## src/rtl/fetch_ctrl_pkg.sv

```systemverilog
// fetch_ctrl_pkg
//   Shared constants for the fetch stage: address width, default cache line
//   size, reset/exception vectors, FSM state encodings and a saturating
//   counter helper.
package fetch_ctrl_pkg;

  localparam int          FETCH_ADDR_SIZE  = 32;
  localparam int          FETCH_LINE_BYTES = 16;
  localparam logic [31:0] FETCH_RESET_PC   = 32'h0000_1000;
  localparam logic [31:0] FETCH_EXC_VECTOR = 32'h0000_2000;

  // Fetch FSM state encodings
  localparam logic [1:0] FETCH_RUN       = 2'd0;
  localparam logic [1:0] FETCH_MISS_REQ  = 2'd1;
  localparam logic [1:0] FETCH_MISS_WAIT = 2'd2;
  localparam logic [1:0] FETCH_FILL      = 2'd3;

  // Increment that sticks at the ceiling instead of wrapping.
  function automatic logic [15:0] sat_inc(input logic [15:0] value,
                                          input logic [15:0] ceiling);
    return (value >= ceiling) ? value : value + 16'd1;
  endfunction

endpackage

```

## src/rtl/fetch_ctrl_pc_sel.sv

```systemverilog
// fetch_pc_sel
//   Combinational next-PC selector for the fetch stage.
//   Priority: exception > jump > branch > sequential advance > hold.
//   Redirect targets are forced word aligned (bits [1:0] cleared).
// Ports:
//   is_exception, is_jump, is_branch : redirect requests
//   pc_jump, pc_branch               : redirect targets
//   pc                               : current fetch PC
//   advance                          : step to pc+4 when no redirect
//   next_pc                          : PC to load at the next edge
module fetch_pc_sel
  import fetch_ctrl_pkg::*;
#(
  parameter int                   ADDR_SIZE  = FETCH_ADDR_SIZE,
  parameter logic [ADDR_SIZE-1:0] EXC_VECTOR = ADDR_SIZE'(FETCH_EXC_VECTOR)
) (
  input  logic                 is_exception,
  input  logic                 is_jump,
  input  logic                 is_branch,
  input  logic [ADDR_SIZE-1:0] pc_jump,
  input  logic [ADDR_SIZE-1:0] pc_branch,
  input  logic [ADDR_SIZE-1:0] pc,
  input  logic                 advance,
  output logic [ADDR_SIZE-1:0] next_pc
);

  localparam logic [ADDR_SIZE-1:0] WORD_MASK = ~ADDR_SIZE'(3);

  always_comb begin
    next_pc = pc;
    if (is_exception) begin
      next_pc = EXC_VECTOR;
    end else if (is_jump) begin
      next_pc = pc_jump & WORD_MASK;
    end else if (is_branch) begin
      next_pc = pc_branch & WORD_MASK;
    end else if (advance) begin
      // Wraps modulo 2^ADDR_SIZE
      next_pc = pc + ADDR_SIZE'(4);
    end
  end

endmodule

```

## src/rtl/fetch_ctrl.sv

```systemverilog
// fetch_ctrl
//   Fetch-stage sequencer. Owns the PC, looks it up in the I-cache and, on a
//   miss, runs one refill transaction (request, wait, fill) before resuming.
//   Redirects (exception/jump/branch) always update the PC, in any state.
// Ports:
//   clk, reset (async, active-low)
//   is_exception, is_jump, is_branch, pc_jump, pc_branch : redirect inputs
//   stall_in    : downstream not accepting this cycle
//   ic_hit      : combinational cache hit for ic_addr
//   ic_addr     : lookup address (= pc)
//   ic_fill     : one-cycle write strobe for the returned line at mem_addr
//   mem_req, mem_addr, mem_ack, mem_valid : refill memory port
//   pc          : current fetch PC
//   fetch_valid : instruction at pc is valid and accepted this cycle
//   busy        : a refill is in progress
//   miss_cnt    : saturating count of misses started
module fetch_ctrl
  import fetch_ctrl_pkg::*;
#(
  parameter int                   ADDR_SIZE    = FETCH_ADDR_SIZE,
  parameter logic [ADDR_SIZE-1:0] RESET_PC     = ADDR_SIZE'(FETCH_RESET_PC),
  parameter logic [ADDR_SIZE-1:0] EXC_VECTOR   = ADDR_SIZE'(FETCH_EXC_VECTOR),
  parameter int                   LINE_BYTES   = FETCH_LINE_BYTES,
  // Ceiling of miss_cnt; 16'hFFFF in normal use.
  parameter logic [15:0]          MISS_CNT_SAT = 16'hFFFF
) (
  input  logic                 clk,
  input  logic                 reset,
  input  logic                 is_exception,
  input  logic                 is_jump,
  input  logic                 is_branch,
  input  logic [ADDR_SIZE-1:0] pc_jump,
  input  logic [ADDR_SIZE-1:0] pc_branch,
  input  logic                 stall_in,
  input  logic                 ic_hit,
  output logic [ADDR_SIZE-1:0] ic_addr,
  output logic                 ic_fill,
  output logic                 mem_req,
  output logic [ADDR_SIZE-1:0] mem_addr,
  input  logic                 mem_ack,
  input  logic                 mem_valid,
  output logic [ADDR_SIZE-1:0] pc,
  output logic                 fetch_valid,
  output logic                 busy,
  output logic [15:0]          miss_cnt
);

  localparam logic [ADDR_SIZE-1:0] LINE_MASK = ~ADDR_SIZE'(LINE_BYTES - 1);

  logic [1:0]           state_reg, state_next;
  logic [ADDR_SIZE-1:0] pc_reg, pc_next;
  logic [ADDR_SIZE-1:0] miss_addr_reg;
  logic [15:0]          miss_cnt_reg;

  logic redirect;
  logic in_run;
  logic hit_accept;
  logic miss_start;

  assign redirect   = is_exception | is_jump | is_branch;
  assign in_run     = (state_reg == FETCH_RUN);
  // A redirect marks the current lookup as wrong-path, so it neither
  // delivers an instruction nor starts a refill.
  assign hit_accept = in_run && !redirect && ic_hit && !stall_in;
  assign miss_start = in_run && !redirect && !ic_hit;

  fetch_pc_sel #(
    .ADDR_SIZE (ADDR_SIZE),
    .EXC_VECTOR(EXC_VECTOR)
  ) u_pc_sel (
    .is_exception(is_exception),
    .is_jump     (is_jump),
    .is_branch   (is_branch),
    .pc_jump     (pc_jump),
    .pc_branch   (pc_branch),
    .pc          (pc_reg),
    .advance     (hit_accept),
    .next_pc     (pc_next)
  );

  always_comb begin
    state_next = state_reg;
    case (state_reg)
      FETCH_RUN: begin
        if (miss_start) state_next = FETCH_MISS_REQ;
      end
      FETCH_MISS_REQ: begin
        // Once acked the transaction is committed even if a redirect
        // arrives in the same cycle.
        if (mem_ack)       state_next = FETCH_MISS_WAIT;
        else if (redirect) state_next = FETCH_RUN;
      end
      FETCH_MISS_WAIT: begin
        if (mem_valid) state_next = FETCH_FILL;
      end
      FETCH_FILL: begin
        // The returned line is valid data regardless of redirects.
        state_next = FETCH_RUN;
      end
      default: state_next = FETCH_RUN;
    endcase
  end

  always_ff @(posedge clk or negedge reset) begin
    if (!reset) begin
      state_reg     <= FETCH_RUN;
      pc_reg        <= RESET_PC;
      miss_addr_reg <= '0;
      miss_cnt_reg  <= '0;
    end else begin
      state_reg <= state_next;
      pc_reg    <= pc_next;
      if (miss_start) begin
        miss_addr_reg <= pc_reg & LINE_MASK;
        miss_cnt_reg  <= sat_inc(miss_cnt_reg, MISS_CNT_SAT);
      end
    end
  end

  assign pc          = pc_reg;
  assign ic_addr     = pc_reg;
  assign mem_addr    = miss_addr_reg;
  assign miss_cnt    = miss_cnt_reg;
  assign mem_req     = (state_reg == FETCH_MISS_REQ);
  assign ic_fill     = (state_reg == FETCH_FILL);
  assign busy        = !in_run;
  assign fetch_valid = reset && hit_accept;

endmodule

```

## config.mk

```make
export PLATFORM = sky130hd
export DESIGN_NAME = fetch_ctrl
export DESIGN_NICKNAME = d
export VERILOG_FILES = /design/src/rtl/fetch_ctrl_pkg.sv /design/src/rtl/fetch_ctrl_pc_sel.sv /design/src/rtl/fetch_ctrl.sv
export SDC_FILE = /design/constraint.sdc
export NUM_CORES = 1
export LEC_CHECK = 0
export ABC_AREA = 1
export CAP_MARGIN = 20
export CORE_AREA = 2 2 122 124
export CTS_CLUSTER_SIZE = 30
export DETAILED_ROUTE_END_ITERATION = 8
export DIE_AREA = 0 0 124 126
export GPL_TIMING_DRIVEN = 0
export PLACE_DENSITY = 0.64
export SETUP_SLACK_MARGIN = 0.2
export SYNTH_ARGS = -nofsm -noshare
export SYNTH_HDL_FRONTEND = slang
export SYNTH_SLANG_ARGS = --single-unit
```

## constraint.sdc

```tcl
create_clock -name clk -period 1.9 [get_ports clk]
set_clock_uncertainty 0.1 [all_clocks]
set_input_delay 0.38 -clock clk [delete_from_list [all_inputs] [get_ports clk]]
set_output_delay 0.38 -clock clk [all_outputs]
set_load 0.01 [all_outputs]
```

==> impl_metrics.xml <==
<?xml version="1.0" encoding="UTF-8"?>
<metrics>
  <group name="status">
    <metric name="outcome" unit="">finished, violations left</metric>
    <metric name="failed_checks" unit="">hold timing</metric>
  </group>
  <group name="place">
    <metric name="routabilityCongestion" unit="">0.873</metric>
    <metric name="dp.cells" unit="">1079</metric>
    <metric name="dpl.hpwl" unit="µm">12800</metric>
    <metric name="port_bufs" unit="">175</metric>
    <metric name="pre_cts_slack" unit="ns">-0.620</metric>
  </group>
  <group name="setup_path">
    <metric name="worst_setup_path_end_kind" unit="">register</metric>
    <metric name="cpMostUsedCell" unit="">sky130_fd_sc_hd__nor2_4</metric>
    <metric name="crit_path_start" unit="">state_reg[1]</metric>
    <metric name="crit_path_max_incr_delay" unit="ns">0.42</metric>
    <metric name="critical_path_peak_fanout" unit="">5</metric>
    <metric name="timing.critical_path.arrival" unit="ns">2.01</metric>
    <metric name="worst_ep_required_time" unit="ns">2.05</metric>
    <metric name="timing.rr.end" unit="">miss_cnt[15]</metric>
    <metric name="startpoint_type" unit="">register</metric>
    <metric name="worst_r2r_path_depth" unit="">12</metric>
    <metric name="worstSetupPathDepth" unit="">12</metric>
    <metric name="critPathCapture" unit="">miss_cnt[15]</metric>
    <metric name="worst_path_dominant_cell_family" unit="">simple AND/OR/NAND/NOR gates</metric>
    <metric name="reg2reg_slack" unit="ns">0.04</metric>
    <metric name="crit_reg_reg_startpoint" unit="">state_reg[1]</metric>
    <metric name="critical_path_class" unit="">reg -&gt; reg</metric>
    <metric name="crit_slowest_cell" unit="">sky130_fd_sc_hd__dfrtp_2</metric>
    <metric name="critPathBufInv" unit="">4</metric>
    <metric name="cp_cell_sequence" unit="">nor2_4, inv_2, nor2_4, buf_4, inv_2, nor2_4, nand2_4, buf_8, nor2_4, nand3_2, nand2_1, nand2_1</metric>
  </group>
  <group name="yosys">
    <metric name="synth-seq-area-share" unit="%">38.8</metric>
    <metric name="avgSynthCellArea" unit="µm²">6.89</metric>
    <metric name="synthFlopType" unit="">sky130_fd_sc_hd__dfrtp_1</metric>
    <metric name="yosysUniqueCellTypes" unit="">33</metric>
    <metric name="syn-cell-area" unit="mm²">0.00491</metric>
    <metric name="synth-warning-count" unit="">0</metric>
    <metric name="top_post_synthesis_cells_by_count" unit="">225 x sky130_fd_sc_hd__nand2_1, 97 x sky130_fd_sc_hd__nor2_1, 75 x sky130_fd_sc_hd__dfrtp_1</metric>
    <metric name="synth_enable_flop_cells" unit="">0</metric>
    <metric name="synth.most_common_cell" unit="">sky130_fd_sc_hd__nand2_1</metric>
    <metric name="number_of_register_bits_inferred_by_synthesis" unit="">76</metric>
    <metric name="post_synth_main_area_contributors" unit="">sky130_fd_sc_hd__dfrtp_1 38%, sky130_fd_sc_hd__nand2_1 17%, sky130_fd_sc_hd__nor2_1 7.4%, sky130_fd_sc_hd__o21ai_0 5.9%, sky130_fd_sc_hd__buf_4 5.8%</metric>
    <metric name="synthesized_netlist_cell_count" unit="">712</metric>
    <metric name="asyncSetResetFlopFracSynth" unit="%">100</metric>
    <metric name="synth.top_cell.area_share" unit="%">38.3</metric>
    <metric name="post-synth-top-area-cell" unit="">sky130_fd_sc_hd__dfrtp_1</metric>
  </group>
  <group name="grt">
    <metric name="global_route.usage.total" unit="%">22.9</metric>
    <metric name="global_route_wire_length_before_repair" unit="µm">27100</metric>
    <metric name="globalRoute.totalOverflow" unit="">0</metric>
    <metric name="grt_antenna_before_repair" unit="">0</metric>
    <metric name="pin_count_of_the_biggest_net_entering_global_routing" unit="">44</metric>
    <metric name="first_global_vias" unit="">5178</metric>
  </group>
  <group name="die">
    <metric name="fp.coreArea" unit="mm²">0.0143</metric>
    <metric name="die_h" unit="µm">126</metric>
    <metric name="floorplan.initialDensity" unit="%">34.3</metric>
    <metric name="num_io_pins" unit="">189</metric>
    <metric name="horizontal_die_dimension" unit="µm">124</metric>
    <metric name="fp.dieArea" unit="mm²">0.0156</metric>
    <metric name="std_cell_rows" unit="">44</metric>
  </group>
  <group name="detailed_routing">
    <metric name="routedWlPerCell" unit="µm">15.8</metric>
    <metric name="drc" unit="">0</metric>
    <metric name="num_vias" unit="">5661</metric>
    <metric name="drt_pre_antenna_iters" unit="">5</metric>
    <metric name="drt.antenna.violating_nets" unit="">0</metric>
    <metric name="initialDrtViolationCount" unit="">515</metric>
    <metric name="via_per_inst" unit="">4.79</metric>
    <metric name="finalWirelength" unit="µm">18700</metric>
  </group>
  <group name="cts">
    <metric name="cts.path.max_buffers" unit="">2</metric>
    <metric name="cts_root_buffer" unit="">sky130_fd_sc_hd__clkbuf_16</metric>
    <metric name="clkTransAtPathRegs" unit="ns">0.06</metric>
    <metric name="clock_tree_from_tritoncts" unit="">built</metric>
    <metric name="cts_max_level" unit="">3</metric>
    <metric name="worstSkewPairLatency" unit="ns">0.36</metric>
    <metric name="cts_buffers" unit="">9</metric>
    <metric name="cts.sink_count" unit="">76</metric>
  </group>
  <group name="timing">
    <metric name="report.final.setup_viol" unit="">0</metric>
    <metric name="slew-limit-headroom" unit="%">56.9</metric>
    <metric name="whs" unit="ns">-0.116</metric>
    <metric name="layout_min_cycle_time" unit="ns">1.86</metric>
    <metric name="fmax" unit="GHz">0.537</metric>
    <metric name="postLayoutSetupSlackWorst" unit="ns">0.0381</metric>
    <metric name="fin_crit_sh" unit="%">98.0</metric>
    <metric name="final_hold_viol_count" unit="">32</metric>
    <metric name="finalMaxSlewViolations" unit="">0</metric>
    <metric name="worst_slew_pin_slew" unit="ns">0.647</metric>
    <metric name="unrepaired_setup_endpoints_after_global_routing" unit="">true</metric>
  </group>
  <group name="worst_hold_path">
    <metric name="holdCritPathClass" unit="">in -&gt; async</metric>
  </group>
  <group name="power">
    <metric name="post-layout-total-power" unit="mW">6.95</metric>
    <metric name="power.density_cell_area" unit="mW/mm²">815</metric>
    <metric name="p_leak" unit="nW">4.21</metric>
    <metric name="vdd_ir_drop_max" unit="mV">0.445</metric>
  </group>
  <group name="finish">
    <metric name="layout-drive-gt1-share" unit="%">31.3</metric>
    <metric name="num_antenna_cells" unit="">0</metric>
    <metric name="final-instance-count-excl-fill" unit="">1183</metric>
    <metric name="largest_register_ff_count" unit="">30</metric>
    <metric name="area_growth" unit="%">73.8</metric>
    <metric name="design.final.nets" unit="">1070</metric>
  </group>
  <group name="job">
    <metric name="max_cap_violations" unit="">0</metric>
  </group>
</metrics>
==> layer usage <==
| metal | GRT usage (%) | routed length (µm) | share of wire (%) | up-vias |
|---|---|---|---|---|
| li1 | - | - | - | 2778 |
| met1 | 31.2 | 8030 | 43 | 2621 |
| met2 | 36.3 | 8620 | 46 | 228 |
| met3 | 5.16 | 1540 | 8.2 | 34 |
| met4 | 6.48 | 493 | 2.6 | 0 |
| met5 | 0 | 0 | 0 | - |
==> stage by stage <==
stage	utilization (%)	hold slack (ns)	TNS (ns)	area, µm²
after detailed placement	48.4	0.272	-28.82	6930
after CTS	54.6	-0.102	0	7820
after floorplan	-	-0.0156	0	4930
after global routing	59.6	-0.0904	-0.0694	8530
after global placement	48.3	0.364	-213.52	6910
final	59.6	-0.116	0	8530
==> power breakdown <==
part	internal, mW	switching [mW]	total [mW]
registers	2.04	0.279	2.32
clock network	1.18	0.716	1.90
logic	1.40	1.34	2.74
==> how the worst min path moves through the flow <==
stage / from / to / slack [ns] / depth (start not counted)
floorplan: reset / ic_addr[10] / -0.02 / 0
global placement: mem_addr[9] / mem_addr[9] / 0.36 / 2
detailed placement: reset / miss_cnt[7] / 0.27 / 1
CTS: reset / miss_cnt[7] / -0.10 / 1
global route: reset / miss_cnt[7] / -0.09 / 1
finish: reset / miss_cnt[4] / -0.12 / 1
==> worst reg2reg max path: stages, from the launching register on <==
cell and delay (ns):
sky130_fd_sc_hd__dfrtp_2 0.42, sky130_fd_sc_hd__nor2_4 0.12, sky130_fd_sc_hd__inv_2 0.06, sky130_fd_sc_hd__nor2_4 0.09
sky130_fd_sc_hd__buf_4 0.11, sky130_fd_sc_hd__inv_2 0.03, sky130_fd_sc_hd__nor2_4 0.21, sky130_fd_sc_hd__nand2_4 0.13
sky130_fd_sc_hd__buf_8 0.17, sky130_fd_sc_hd__nor2_4 0.14, sky130_fd_sc_hd__nand3_2 0.07, sky130_fd_sc_hd__nand2_1 0.06
sky130_fd_sc_hd__nand2_1 0.04
==> cells by family after synthesis <==
group | Yosys count | synth area share [%]
AND/OR/NAND/NOR | 394 | 33.4
buffers and inverters | 122 | 13.3
AO/OA/AOI/OAI | 98 | 10.5
flip-flops | 76 | 38.8
XOR/XNOR | 19 | 3.39
adder cells (fa/ha/maj) | 2 | 0.510
other | 1 | 0.0764
==> cells in the final DEF (no fill, tap or decap), types with 22 or more instances in the layout <==
cell type	count
sky130_fd_sc_hd__nand3_1	34
sky130_fd_sc_hd__dfrtp_1	46
sky130_fd_sc_hd__o21ai_0	30
sky130_fd_sc_hd__buf_4	109
sky130_fd_sc_hd__nand2_1	200
sky130_fd_sc_hd__nor2_1	56
sky130_fd_sc_hd__o21ai_1	28
sky130_fd_sc_hd__nor2_4	32
sky130_fd_sc_hd__a21oi_1	27
sky130_fd_sc_hd__nor2_2	22
sky130_fd_sc_hd__dlygate4sd2_1	95
sky130_fd_sc_hd__dfrtp_2	29
sky130_fd_sc_hd__clkdlybuf4s50_1	64
sky130_fd_sc_hd__inv_1	52
==> layout make-up <==
type                            instances  area, µm²
Multi-Input combinational cell        521       2820
Buffer                                 60        484
Tap cell                              184        230
Clock inverter                          4       73.8
Timing Repair Buffer                  264       2460
Fill cell                            1349       5790
Sequential cell                        76       1940
Clock buffer                           11        243
Timing Repair inverter                  1       6.26
Inverter                               62        268
==> what timing repair did <==
item / 4_1_cts / 5_1_grt
gates cloned: 1 / 7
endpoints found under the setup margin: 181 / 82
gates resized for setup: 218 / 158
setup buffers: 59 / 22
endpoints found under the hold margin: 32 / 32
pin swaps: 18 / 41
No activity file was read; power rests on OpenSTA's default activity.
